==> src/rtl/pkt_symbol_packer.sv <==
// pkt_symbol_packer
// Narrow-to-wide packet packer: gathers BITS_PER_SYMBOL symbols into
// SYMBOL_PER_BEATS-wide beats (slot 0 in the MSBs) with an Avalon-ST style
// empty count. It drops or re-frames malformed input on the way in, so the
// downstream packet FIFO only ever sees well-formed packets.
// Optional feature: define PKT_SYMBOL_PACKER_ERR_CNT_EN to add a saturating
// 32-bit framing-error counter on port err_cnt.
module pkt_symbol_packer #(
   parameter int BITS_PER_SYMBOL  = 20,
   parameter int SYMBOL_PER_BEATS = 4,
   localparam int EMPTY_W = (SYMBOL_PER_BEATS > 1) ? $clog2(SYMBOL_PER_BEATS) : 1
) (
`ifdef PKT_SYMBOL_PACKER_ERR_CNT_EN
   output logic [31:0]                                 err_cnt,
`endif
   input  logic                                        clk,
   input  logic                                        rst,
   input  logic                                        in_valid,
   output logic                                        in_ready,
   input  logic [BITS_PER_SYMBOL-1:0]                  in_data,
   input  logic                                        in_sop,
   input  logic                                        in_eop,
   output logic                                        out_valid,
   input  logic                                        out_ready,
   output logic [BITS_PER_SYMBOL*SYMBOL_PER_BEATS-1:0] out_data,
   output logic                                        out_sop,
   output logic                                        out_eop,
   output logic [EMPTY_W-1:0]                          out_empty
);

   localparam int DATA_W = BITS_PER_SYMBOL * SYMBOL_PER_BEATS;
   localparam int CNT_W  = $clog2(SYMBOL_PER_BEATS) + 1;
   localparam logic [EMPTY_W-1:0] LAST_SLOT_E = EMPTY_W'(SYMBOL_PER_BEATS - 1);
   localparam logic [CNT_W-1:0]   LAST_SLOT_C = CNT_W'(SYMBOL_PER_BEATS - 1);

   typedef enum logic {ST_IDLE, ST_IN_PKT} state_t;

   state_t              r_state;
   logic [CNT_W-1:0]    r_cnt;
   logic                r_first;
   logic [DATA_W-1:0]   r_acc;
   logic                r_out_valid;
   logic [DATA_W-1:0]   r_out_data;
   logic                r_out_sop;
   logic                r_out_eop;
   logic [EMPTY_W-1:0]  r_out_empty;

   logic                w_in_fire;
   logic                w_out_fire;
   logic                w_accept;
   logic                w_complete;
   logic [CNT_W-1:0]    w_slot;
   logic [DATA_W-1:0]   w_merged;
   logic [EMPTY_W-1:0]  w_empty;

   // Single output register: a new symbol may enter whenever that register is
   // free or is being drained this cycle. Framing bits never gate in_ready.
   assign in_ready   = !r_out_valid || out_ready;
   assign w_in_fire  = in_valid && in_ready;
   assign w_out_fire = r_out_valid && out_ready;

   // Symbols without sop are only meaningful inside a packet; in IDLE they are dropped.
   assign w_accept   = w_in_fire && (in_sop || (r_state == ST_IN_PKT));

   // Merge the incoming symbol into the accumulator at its slot; an sop restarts at slot 0.
   always_comb begin
      // NOTE: every always_comb output gets a default first, so no path can leave it unassigned and infer a latch.
      w_slot   = in_sop ? '0 : r_cnt;
      w_merged = in_sop ? '0 : r_acc;
      for (int k = 0; k < SYMBOL_PER_BEATS; k++) begin
         if (w_slot == CNT_W'(k))
            w_merged[(SYMBOL_PER_BEATS-k)*BITS_PER_SYMBOL-1 -: BITS_PER_SYMBOL] = in_data;
      end
      w_complete = w_accept && (in_eop || (w_slot == LAST_SLOT_C));
      w_empty    = in_eop ? (LAST_SLOT_E - w_slot[EMPTY_W-1:0]) : '0;
   end

   // Framing FSM, accumulator and registered output beat.
   always_ff @(posedge clk) begin
      // NOTE: the accumulator is an ordinary register, not a memory, so it is reset with the rest of the state.
      if (rst) begin
         r_state     <= ST_IDLE;
         r_cnt       <= '0;
         r_first     <= 1'b0;
         r_acc       <= '0;
         r_out_valid <= 1'b0;
         r_out_data  <= '0;
         r_out_sop   <= 1'b0;
         r_out_eop   <= 1'b0;
         r_out_empty <= '0;
      end else begin
         // NOTE: non-blocking assignments throughout; a later completion overrides the drain below.
         if (w_out_fire)
            r_out_valid <= 1'b0;
         if (w_accept) begin
            if (w_complete) begin
               r_out_valid <= 1'b1;
               r_out_data  <= w_merged;
               r_out_sop   <= in_sop || r_first;
               r_out_eop   <= in_eop;
               r_out_empty <= w_empty;
               r_first     <= 1'b0;
               r_cnt       <= '0;
               r_acc       <= '0;
               r_state     <= in_eop ? ST_IDLE : ST_IN_PKT;
            end else begin
               r_acc       <= w_merged;
               r_cnt       <= w_slot + CNT_W'(1);
               r_first     <= in_sop || r_first;
               r_state     <= ST_IN_PKT;
            end
         end
      end
   end

   assign out_valid = r_out_valid;
   assign out_data  = r_out_data;
   assign out_sop   = r_out_sop;
   assign out_eop   = r_out_eop;
   assign out_empty = r_out_empty;

`ifdef PKT_SYMBOL_PACKER_ERR_CNT_EN
   logic        w_err;
   logic [31:0] r_err_cnt;

   // A framing error is data without sop in IDLE, or a fresh sop inside a packet.
   assign w_err = w_in_fire && ((r_state == ST_IDLE) ? !in_sop : in_sop);

   // Saturating framing-error counter.
   always_ff @(posedge clk) begin
      if (rst)
         r_err_cnt <= '0;
      else if (w_err && (r_err_cnt != 32'hFFFF_FFFF))
         r_err_cnt <= r_err_cnt + 32'd1;
   end

   assign err_cnt = r_err_cnt;
`endif

endmodule
==> config.mk <==
export PLATFORM = sky130hd
export DESIGN_NAME = pkt_symbol_packer
export DESIGN_NICKNAME = d
export VERILOG_FILES = /design/src/rtl/pkt_symbol_packer.sv
export SDC_FILE = /design/constraint.sdc
export NUM_CORES = 1
export LEC_CHECK = 0
export ABC_AREA = 1
export CAP_MARGIN = 20
export CORE_ASPECT_RATIO = 1.25
export CORE_MARGIN = 5
export CORE_UTILIZATION = 35
export DETAILED_ROUTE_END_ITERATION = 6
export GPL_TIMING_DRIVEN = 0
export PLACE_DENSITY = 0.66
export SLEW_MARGIN = 20
export SYNTH_ARGS = -nofsm -noshare
export SYNTH_HDL_FRONTEND = slang
export SYNTH_SLANG_ARGS = --single-unit
==> constraint.sdc <==
create_clock -name clk -period 3.9 [get_ports clk]
set_clock_uncertainty 0.1 [all_clocks]
set_input_delay 0.975 -clock clk [delete_from_list [all_inputs] [get_ports clk]]
set_output_delay 0.975 -clock clk [all_outputs]
set_load 0.05 [all_outputs]
==> impl_metrics.tcl, run 1 <==
set metrics [dict create \
    outcome "complete, no violations" \
    cts_root_buf "clkbuf_16" \
    startpoint_type "input port" \
    area_growth_pct 24.8 \
    tightest_slew_ns 0.663 \
    cts_buffers 17 \
    yosys_warnings 0 \
    finalNetCount 1483 \
    arrival_ns 2.41 \
    fin_crit_sh_pct 89.3 \
    netlist.area_leader.share_pct 41.7 \
    synth_ff_type "dfxtp_1" \
    irDropWorstVdd_mv 0.310 \
    grt-ovfl-total 0 \
    postCtsSetupBuffers 0 \
    wire_per_inst_um 14.2 \
    first_global_vias 7488 \
    place_ws_ns 0.404 \
    period_minus_slack_ns 3.48 \
    p_leak_uw 0.00468 \
    path_cells "clkdlybuf4s50_1 -> inv_1 -> nand2_1 -> clkdlybuf4s50_1" \
    clockBufferDepth 2 \
    final_cell_mix "nand2_1, nor2_1, dfxtp_1" \
    drv_slew 0 \
    required_ns 2.82 \
    relSlewSlack_pct 55.8 \
    setup_viol 0 \
    die_h_um 181 \
    routed_wl_um 24900 \
    initial_core_util_pct 35.6 \
    drc 0 \
    drive_gt1_share_pct 5.87 \
    synth_area_leaders "dfxtp_1, nand2_1, nor2_1" \
    fp.coreArea_um2 23000 \
    synth.distinct_cells 18 \
    synth.largest_area_cell "dfxtp_1" \
    hold_class "reg -> reg" \
    viasPerCell 4.68 \
    clkTransAtPathRegs_ns 0.07 \
    postRouteAntennaNets 0 \
    num_antenna_cells 0 \
    ys_seq_area_share_pct 41.7 \
    vias 8199 \
    clkLatencyLatePin_ns 0.44 \
    crit_top_cell "clkdlybuf4s50_1" \
    crit_path_max_incr_delay_ns 0.82 \
    htree_num_levels 4 \
    finalWorstSetupSlack_ns 0.416 \
    die_x_um 147 \
    avgSynthCellArea_um2 6.17 \
    cpMaxStageDelayCell "clkdlybuf4s50_1" \
    die-area_um2 26500 \
    cts-resized-gates 0 \
    worstPathMaxFanout 4 \
    holdBufCountCts 0 \
    drtIter0Drc 685 \
    hold_viol_final 0 \
    hpwl_um 17800 \
    place_congestion 0.865 \
    grt_pass1_wl_um 39300 \
    grt_max_degree 17 \
    async_flop_share_pct 0 \
    crit_type "in -> out" \
    synth_edf_count 0 \
    io_buffer_count 109 \
    synth-seq-cells 170 \
    critPathTopFamily "buffers and inverters" \
    cap_violations 0 \
    fin_util_pct 44.4 \
    syn_nets 1355 \
    tns_ns 0 \
    ios 112 \
    endpoint_kind "output port" \
    grtUsageTotal_pct 18.5 \
    syn_inst 1324 \
    cts_tree "done" \
    power_density_nw_per_um2 414 \
    mostFrequentLayoutCell "nand2_1" \
    dr.pass1.iters 5 \
    fmax_mhz 287 \
    num_rows 62 \
    antenna_found_initial 0 \
    rsz0062_at_grt "false" \
    syn_area_um2 8170 \
    cp_num_buf_inv 3 \
    numClockSinks 170 \
]
==> through the flow <==
stage | hold WS (ns) | cell area (um^2) | std cells | power [uW]
2_1_floorplan | 0.321 | 8170 | 1324 | 2320
3_3_place_gp | 0.329 | 9620 | 1721 | 2570
3_5_place_dp | 0.332 | 9620 | 1721 | 2570
4_1_cts | 0.342 | 10200 | 1753 | 4250
5_1_grt | 0.356 | 10200 | 1753 | 4380
6_report | 0.341 | 10200 | 1753 | 4220
==> synth_stat cells (2+ instances only) <==
library cell	n
nand2_2	2
dfxtp_1	170
buf_4	15
buf_6	8
nand3_1	85
nand2_1	505
inv_1	152
buf_2	24
o21ai_0	3
ha_1	5
a21oi_1	86
buf_1	3
clkbuf_1	37
nor2_1	223
inv_2	3
==> worst paths after layout <==
| check | slack [ns] | cells after the start | from | endpoint |
|---|---|---|---|---|
| hold / removal | 0.34 | 2 | r_first$_SDFFE_PP0P_ | r_first$_SDFFE_PP0P_ |
| setup reg to reg | 1.47 | 11 | r_cnt[2]$_SDFFE_PP0P_ | out_data[62]$_SDFFE_PP0P_ |
| hold reg to reg | 0.34 | 2 | r_first$_SDFFE_PP0P_ | r_first$_SDFFE_PP0P_ |
| setup / recovery | 0.42 | 4 | out_ready | in_ready |
==> power breakdown <==
| group | switching (uW) | total [uW] | internal, uW | leakage, uW |
|---|---|---|---|---|
| Clock | 779 | 1690 | 911 | 0.000276 |
| Sequential | 34.3 | 1840 | 1800 | 0.00138 |
| Combinational | 485 | 698 | 213 | 0.00302 |
| Total | 1300 | 4220 | 2930 | 0.00468 |
==> cell type report <==
| class | instances | area [um^2] |
|---|---|---|
| repair buffers | 109 | 1090 |
| inverters | 155 | 582 |
| plain buffers | 87 | 473 |
| fillers | 2408 | 12800 |
| clock inverters | 14 | 135 |
| multi-input cells | 912 | 3710 |
| well taps | 288 | 360 |
| flip-flops and latches | 170 | 3400 |
| clock buffers | 18 | 439 |
==> logic make-up (layout without fill, tap and decap cells) <==
group / Yosys count / after routing / share of synthesized area [%]
AND/OR/NAND/NOR: 818 / 818 / 39.2
buffers and inverters: 242 / 383 / 12.9
flip-flops: 170 / 170 / 41.7
AO/OA/AOI/OAI: 89 / 89 / 5.46
adder cells (fa/ha/maj): 5 / 5 / 0.766
==> flip-flops by register name (all words and copies together), names as in the netlist <==
| register | flops |
|---|---|
| out_data | 80 |
| out_empty | 2 |
| out_eop | 1 |
| out_sop | 1 |
| out_valid | 1 |
| r_acc | 80 |
| r_cnt | 3 |
| r_first | 1 |
| r_state | 1 |
==> metal layers <==
layer | track usage [%] | up-vias | routed length [um]
met2 | 31.3 | 264 | 11800
met5 | 0 | - | 0
li1 | - | 4206 | -
met4 | 7.98 | 0 | 863
met3 | 3.91 | 53 | 1440
met1 | 22.7 | 3676 | 10800
==> worst min-delay path: stages (launching register included) <==
cell and delay (ns):
dfxtp_1 0.31, inv_1 0.05, a21oi_1 0.05
Note: power is estimated with default switching activity, not from simulation.
==> run 2: changes to the inputs <==
--- a/config.mk
+++ b/config.mk
@@ -6,7 +6,6 @@
 export NUM_CORES = 1
 export LEC_CHECK = 0
 export ABC_AREA = 1
-export CAP_MARGIN = 20
 export CORE_ASPECT_RATIO = 1.25
 export CORE_MARGIN = 5
 export CORE_UTILIZATION = 35
==> results of run 2 <==
No change in the layout: final DEF, timing and power equal those of run 1.
==> run 3: changes to the inputs <==
--- a/config.mk
+++ b/config.mk
@@ -8,10 +8,10 @@
 export ABC_AREA = 1
 export CORE_ASPECT_RATIO = 1.25
 export CORE_MARGIN = 5
-export CORE_UTILIZATION = 35
+export CORE_UTILIZATION = 45
 export DETAILED_ROUTE_END_ITERATION = 6
 export GPL_TIMING_DRIVEN = 0
-export PLACE_DENSITY = 0.66
+export PLACE_DENSITY = 0.79
 export SLEW_MARGIN = 20
 export SYNTH_ARGS = -nofsm -noshare
 export SYNTH_HDL_FRONTEND = slang
==> run 3 against run 2 <==
Net effect:
- power is 2.9% lower
- combinational power hardly changed
- die area decreased by 21%
- final area fell by 1.1%
- maximum frequency is 0.43% lower
- first-iteration DRC count is 11% higher
- sequential cell count unchanged
- critical endpoint unchanged
- largest power group unchanged
- highest routed layer unchanged
==> impl_metrics.tcl, run 3 (synthesized netlist as in run 1, its figures left out) <==
set metrics [dict create \
    area_growth_pct 23.5 \
    die_x_um 130 \
    drtIter0Drc 762 \
    clkLatencyLatePin_ns 0.44 \
    final_area_um2 10100 \
    clockBufferDepth 2 \
    worstPathMaxFanout 4 \
    cts-resized-gates 0 \
    num_rows 55 \
    first_global_vias 7837 \
    irDropWorstVdd_mv 0.285 \
    dr.pass1.iters 5 \
    r2r-end "out_data[65]$_SDFFE_PP0P_" \
    path_cells "clkdlybuf4s50_1 -> inv_1 -> nand2_1 -> clkdlybuf4s50_1" \
    wire_per_inst_um 14.1 \
    grt_pass1_wl_um 38200 \
    crit_top_cell "clkdlybuf4s50_1" \
    cts_buffers 17 \
    tns_ns 0 \
    n_fill_cell 1721 \
    fin_crit_sh_pct 89.7 \
    power_density_nw_per_um2 407 \
    r2r_start "r_cnt[2]$_SDFFE_PP0P_" \
    postRouteAntennaNets 0 \
    hold_viol_final 0 \
    place_congestion 0.896 \
    reg2reg_depth 11 \
    initial_core_util_pct 45.5 \
    cap_violations 0 \
    num_antenna_cells 0 \
    fmax_mhz 286 \
    relSlewSlack_pct 57.6 \
    required_ns 2.82 \
    rsz0062_at_grt "false" \
    period_minus_slack_ns 3.50 \
    min_to "r_first$_SDFFE_PP0P_" \
    routed_wl_um 23800 \
    grtUsageTotal_pct 23.0 \
    postCtsSetupBuffers 0 \
    clkTransAtPathRegs_ns 0.06 \
    cts_tree "done" \
    drive_gt1_share_pct 5.80 \
    rrSetupSlack_ns 1.50 \
    finalNetCount 1483 \
    cp_num_buf_inv 3 \
    final_cell_mix "nand2_1, nor2_1, dfxtp_1" \
    grt_max_degree 17 \
    grt-ovfl-total 0 \
    drv_slew 0 \
    ios 112 \
    dpl-instance-area_um2 9540 \
    critPathTopFamily "buffers and inverters" \
    cts_root_buf "clkbuf_16" \
    crit_path_max_incr_delay_ns 0.83 \
    startpoint_type "input port" \
    arrival_ns 2.42 \
    htree_num_levels 4 \
    outcome "complete, no violations" \
    fp.coreArea_um2 18000 \
    hp-start "r_first$_SDFFE_PP0P_" \
    mostFrequentLayoutCell "nand2_1" \
    hpwl_um 16900 \
    p_leak_uw 0.00466 \
    endpoint_kind "output port" \
    drc 0 \
    io_buffer_count 109 \
    numClockSinks 170 \
    viasPerCell 4.92 \
    crit_type "in -> out" \
    vias 8325 \
    tightest_slew_ns 0.635 \
    setup_viol 0 \
    hold_class "reg -> reg" \
    cpMaxStageDelayCell "clkdlybuf4s50_1" \
    holdBufCountCts 0 \
    die_h_um 161 \
    antenna_found_initial 0 \
    die-area_um2 21000 \
    hold-path-cell-count 2 \
]
==> run 3: cell count changes in the layout (fill, tap and decap cells not counted), sizes merged <==
cell,delta
bufinv,-1
clkbuf,+1
clkinv,+3
clkinvlp,+2
inv,-5
==> run 3: cell type report <==
class	instances	area (um^2)	share of cell area [%]
well taps	228	285	2.83
flip-flops and latches	170	3400	33.8
multi-input cells	912	3710	36.8
repair buffers	109	1090	10.8
clock inverters	13	96.3	0.956
inverters	155	582	5.77
plain buffers	87	473	4.69
clock buffers	19	443	4.39
==> run 3: stage by stage <==
| step | total power (uW) | hold WS [ns] | setup slack, ns | cells | utilization [%] |
|---|---|---|---|---|---|
| 6_report | 4100 | 0.347 | 0.401 | 1693 | 56.1 |
| 5_1_grt | 4250 | 0.357 | 0.346 | 1693 | 56.1 |
| 4_1_cts | 4110 | 0.348 | 0.389 | 1693 | 56.1 |
| 3_5_place_dp | 2570 | 0.338 | 0.391 | 1661 | 53.1 |
| 3_3_place_gp | 2560 | 0.330 | 0.403 | 1661 | 53.1 |
| 2_1_floorplan | 2320 | 0.321 | 1.18 | 1324 | - |
==> run 3: power by group <==
group	internal, uW	total [uW]	switching [uW]	leakage (uW)
Clock	833	1570	737	0.000252
Sequential	1800	1840	34.2	0.00138
Combinational	213	695	482	0.00302
==> run 3: worst reg2reg max path: stages (launching register included) <==
cell and delay, ns:
dfxtp_1 0.31, nand2_1 0.09, buf_2 0.23, buf_2 0.27
ha_1 0.34, nor2_1 0.09, inv_1 0.09, nand2_2 0.09
buf_4 0.21, buf_2 0.21, nor2_1 0.19, nor2_1 0.07
==> run 3: worst max-delay path by stage <==
| stage | from | end | slack [ns] | cells after the start |
|---|---|---|---|---|
| after floorplan | in_sop | r_cnt[0]$_SDFFE_PP0P_ | 1.18 | 13 |
| after global placement | out_ready | in_ready | 0.40 | 4 |
| after detailed placement | out_ready | in_ready | 0.39 | 4 |
| after CTS | out_ready | in_ready | 0.39 | 4 |
| after global routing | out_ready | in_ready | 0.35 | 4 |
| final | out_ready | in_ready | 0.40 | 4 |
==> run 3: layer usage <==
metal  GRT usage, %  vias up  routed length [um]  part of all wire (%)
met5              0        -                   0                     0
met4           11.4        0                 984                   4.1
met3           5.42       66                1990                   8.3
met2           36.8      335               11200                    47
met1           28.6     3718                9660                    41
li1               -     4206                   -                     -
==> variant, RTL diff (settings of run 2) <==
`SYMBOL_PER_BEATS`: 4 -> 2.
--- a/src/rtl/pkt_symbol_packer.sv
+++ b/src/rtl/pkt_symbol_packer.sv
@@ -7,7 +7,7 @@
 // 32-bit framing-error counter on port err_cnt.
 module pkt_symbol_packer #(
    parameter int BITS_PER_SYMBOL  = 20,
-   parameter int SYMBOL_PER_BEATS = 4,
+   parameter int SYMBOL_PER_BEATS = 2,
    localparam int EMPTY_W = (SYMBOL_PER_BEATS > 1) ? $clog2(SYMBOL_PER_BEATS) : 1
 ) (
 `ifdef PKT_SYMBOL_PACKER_ERR_CNT_EN
Ports: changed (resized out_data and out_empty); port bits go from 112 to 71. No check against the original RTL was run, so the function may have changed too.
==> variant against run 2 <==
- critical path depth unchanged
- via count down 50%
- routed wire length down 50%
- total power down 46%
- design area down 49%
- setup slack better by 3.2 ps
- sequential power down 47%
- sequential cell count down 82
- synthesized area down 51%
- synthesized cell count down 57%
==> variant: results (changes against run 2) <==
| Quantity | Reported | vs run 2 |
|:---|:---|:---|
| Layout cells sized above 1 | 7.81% | was 5.87% |
| Outcome | finished clean | unchanged |
| Most frequent cells after synthesis | 141 x sky130_fd_sc_hd__nand2_1, 88 x sky130_fd_sc_hd__dfxtp_1, 67 x sky130_fd_sc_hd__nand3_1, 67 x sky130_fd_sc_hd__nor2_1, 49 x sky130_fd_sc_hd__o21ai_0 | was 505 x sky130_fd_sc_hd__nand2_1, 223 x sky130_fd_sc_hd__nor2_1, 170 x sky130_fd_sc_hd__dfxtp_1, 152 x sky130_fd_sc_hd__inv_1, 86 x sky130_fd_sc_hd__a21oi_1 |
| Count of input and output buffers | 69 | was 109 |
| Filler instances | 1111 | was 2408 |
| Worst voltage drop across the vdd grid | 0.000196 V | was 0.000310 V |
| Wire length of the first global-routing pass | 20300 um | was 39300 um |
| Final #Nets | 677 | was 1483 |
| Wire length reported by the detailed router | 12500 um | was 24900 um |
| Seq/Total Area, Yosys | 44.2% | was 41.7% |
| Largest net degree at the start of global routing | 14 | was 17 |
| Static Leak | 2.32 nW | was 4.68 nW |
| Minimum hold slack | 356 ps | was 341 ps |
| Max transition margin | 65.5% | was 55.8% |
| Largest driver fanout on the critical path | 5 | was 4 |
| Gate count after technology mapping | 569 | was 1324 |
| Clock buffers created by TritonCTS | 9 | was 17 |
| Via count of the first global-routing pass | 4031 | was 7488 |
| Total vias in the final route | 4130 | was 8199 |
| Routability congestion estimate from global placement | 0.905 | was 0.865 |
| Number of DRC violations after detailed-routing iteration 0 | 397 | was 685 |
| Leading post-synthesis cells by cell area | sky130_fd_sc_hd__dfxtp_1 44%, sky130_fd_sc_hd__nand2_1 13%, sky130_fd_sc_hd__nand3_1 8.4% | was sky130_fd_sc_hd__dfxtp_1 42%, sky130_fd_sc_hd__nand2_1 23%, sky130_fd_sc_hd__nor2_1 10% |
| Cell total after placement | 773 | was 1721 |
| GR Util All Layers | 18.7% | was 18.5% |
| Worst reg2reg setup slack | 1990 ps | was 1470 ps |
| Per-cell routed wire length | 15.8 um | was 14.2 um |
| Number of distinct standard cells referenced by the synthesized netlist | 25 | was 18 |
| Half-perimeter wire length after detailed placement | 9370 um | was 17800 um |
| Instance area at placement | 4850 um2 | was 9620 um2 |
| Clock insertion delay at the later pin of the skew report | 330 ps | was 440 ps |
| Number of levels the H-tree was split into | 3 | was 4 |
variant: layout make-up:
cell class              instances  area [um2]  area share [%]
multi-input cells             411        1900            36.8
flip-flops and latches         88        1760            34.1
repair buffers                 69         691            13.4
clock buffers                  12         256            4.96
plain buffers                  49         241            4.67
well taps                     135         169            3.27
inverters                      21        81.3            1.57
clock inverters                 3        65.1            1.26
variant: kinds of logic (layout without fill, tap and decap cells):
kind of cell,after synthesis,after routing,synth area share (%)
compound gates,87,87,10.9
fa+ha+maj,2,2,0.628
buf+inv,70,154,8.10
flops,88,88,44.2
simple gates,322,322,36.2
variant: final timing paths:
check,start,end,cells past startpoint
max,out_ready,in_ready,4
min,r_first,r_first,2
max reg2reg,r_cnt[0],r_acc[25],8
min reg2reg,r_first,r_first,2
variant: routing by layer:
metal | GRT usage, % | up-vias | part of all wire [%]
met5 | 0 | - | 0
met4 | 9.34 | 0 | 3.7
met3 | 3.44 | 35 | 5.0
met2 | 31.1 | 137 | 48
met1 | 23.2 | 1904 | 43
li1 | - | 2054 | -
variant: power by group:
| group | switching (mW) | internal [mW] |
|---|---|---|
| clock network | 0.333 | 0.592 |
| registers | 0.0257 | 0.951 |
| logic | 0.266 | 0.127 |
variant: per-stage QoR:
stage / setup slack, ps / utilization (%)
after floorplan: 1480 / -
after global placement: 434 / 43.5
after detailed placement: 419 / 43.5
after CTS: 414 / 46.4
after global routing: 400 / 46.4
final: 419 / 46.4
variant: critical path, delay by kind of cell:
kind                   cells  cell delay (ps)
and+or+nand+nor            1              100
buffers and inverters      3             1330
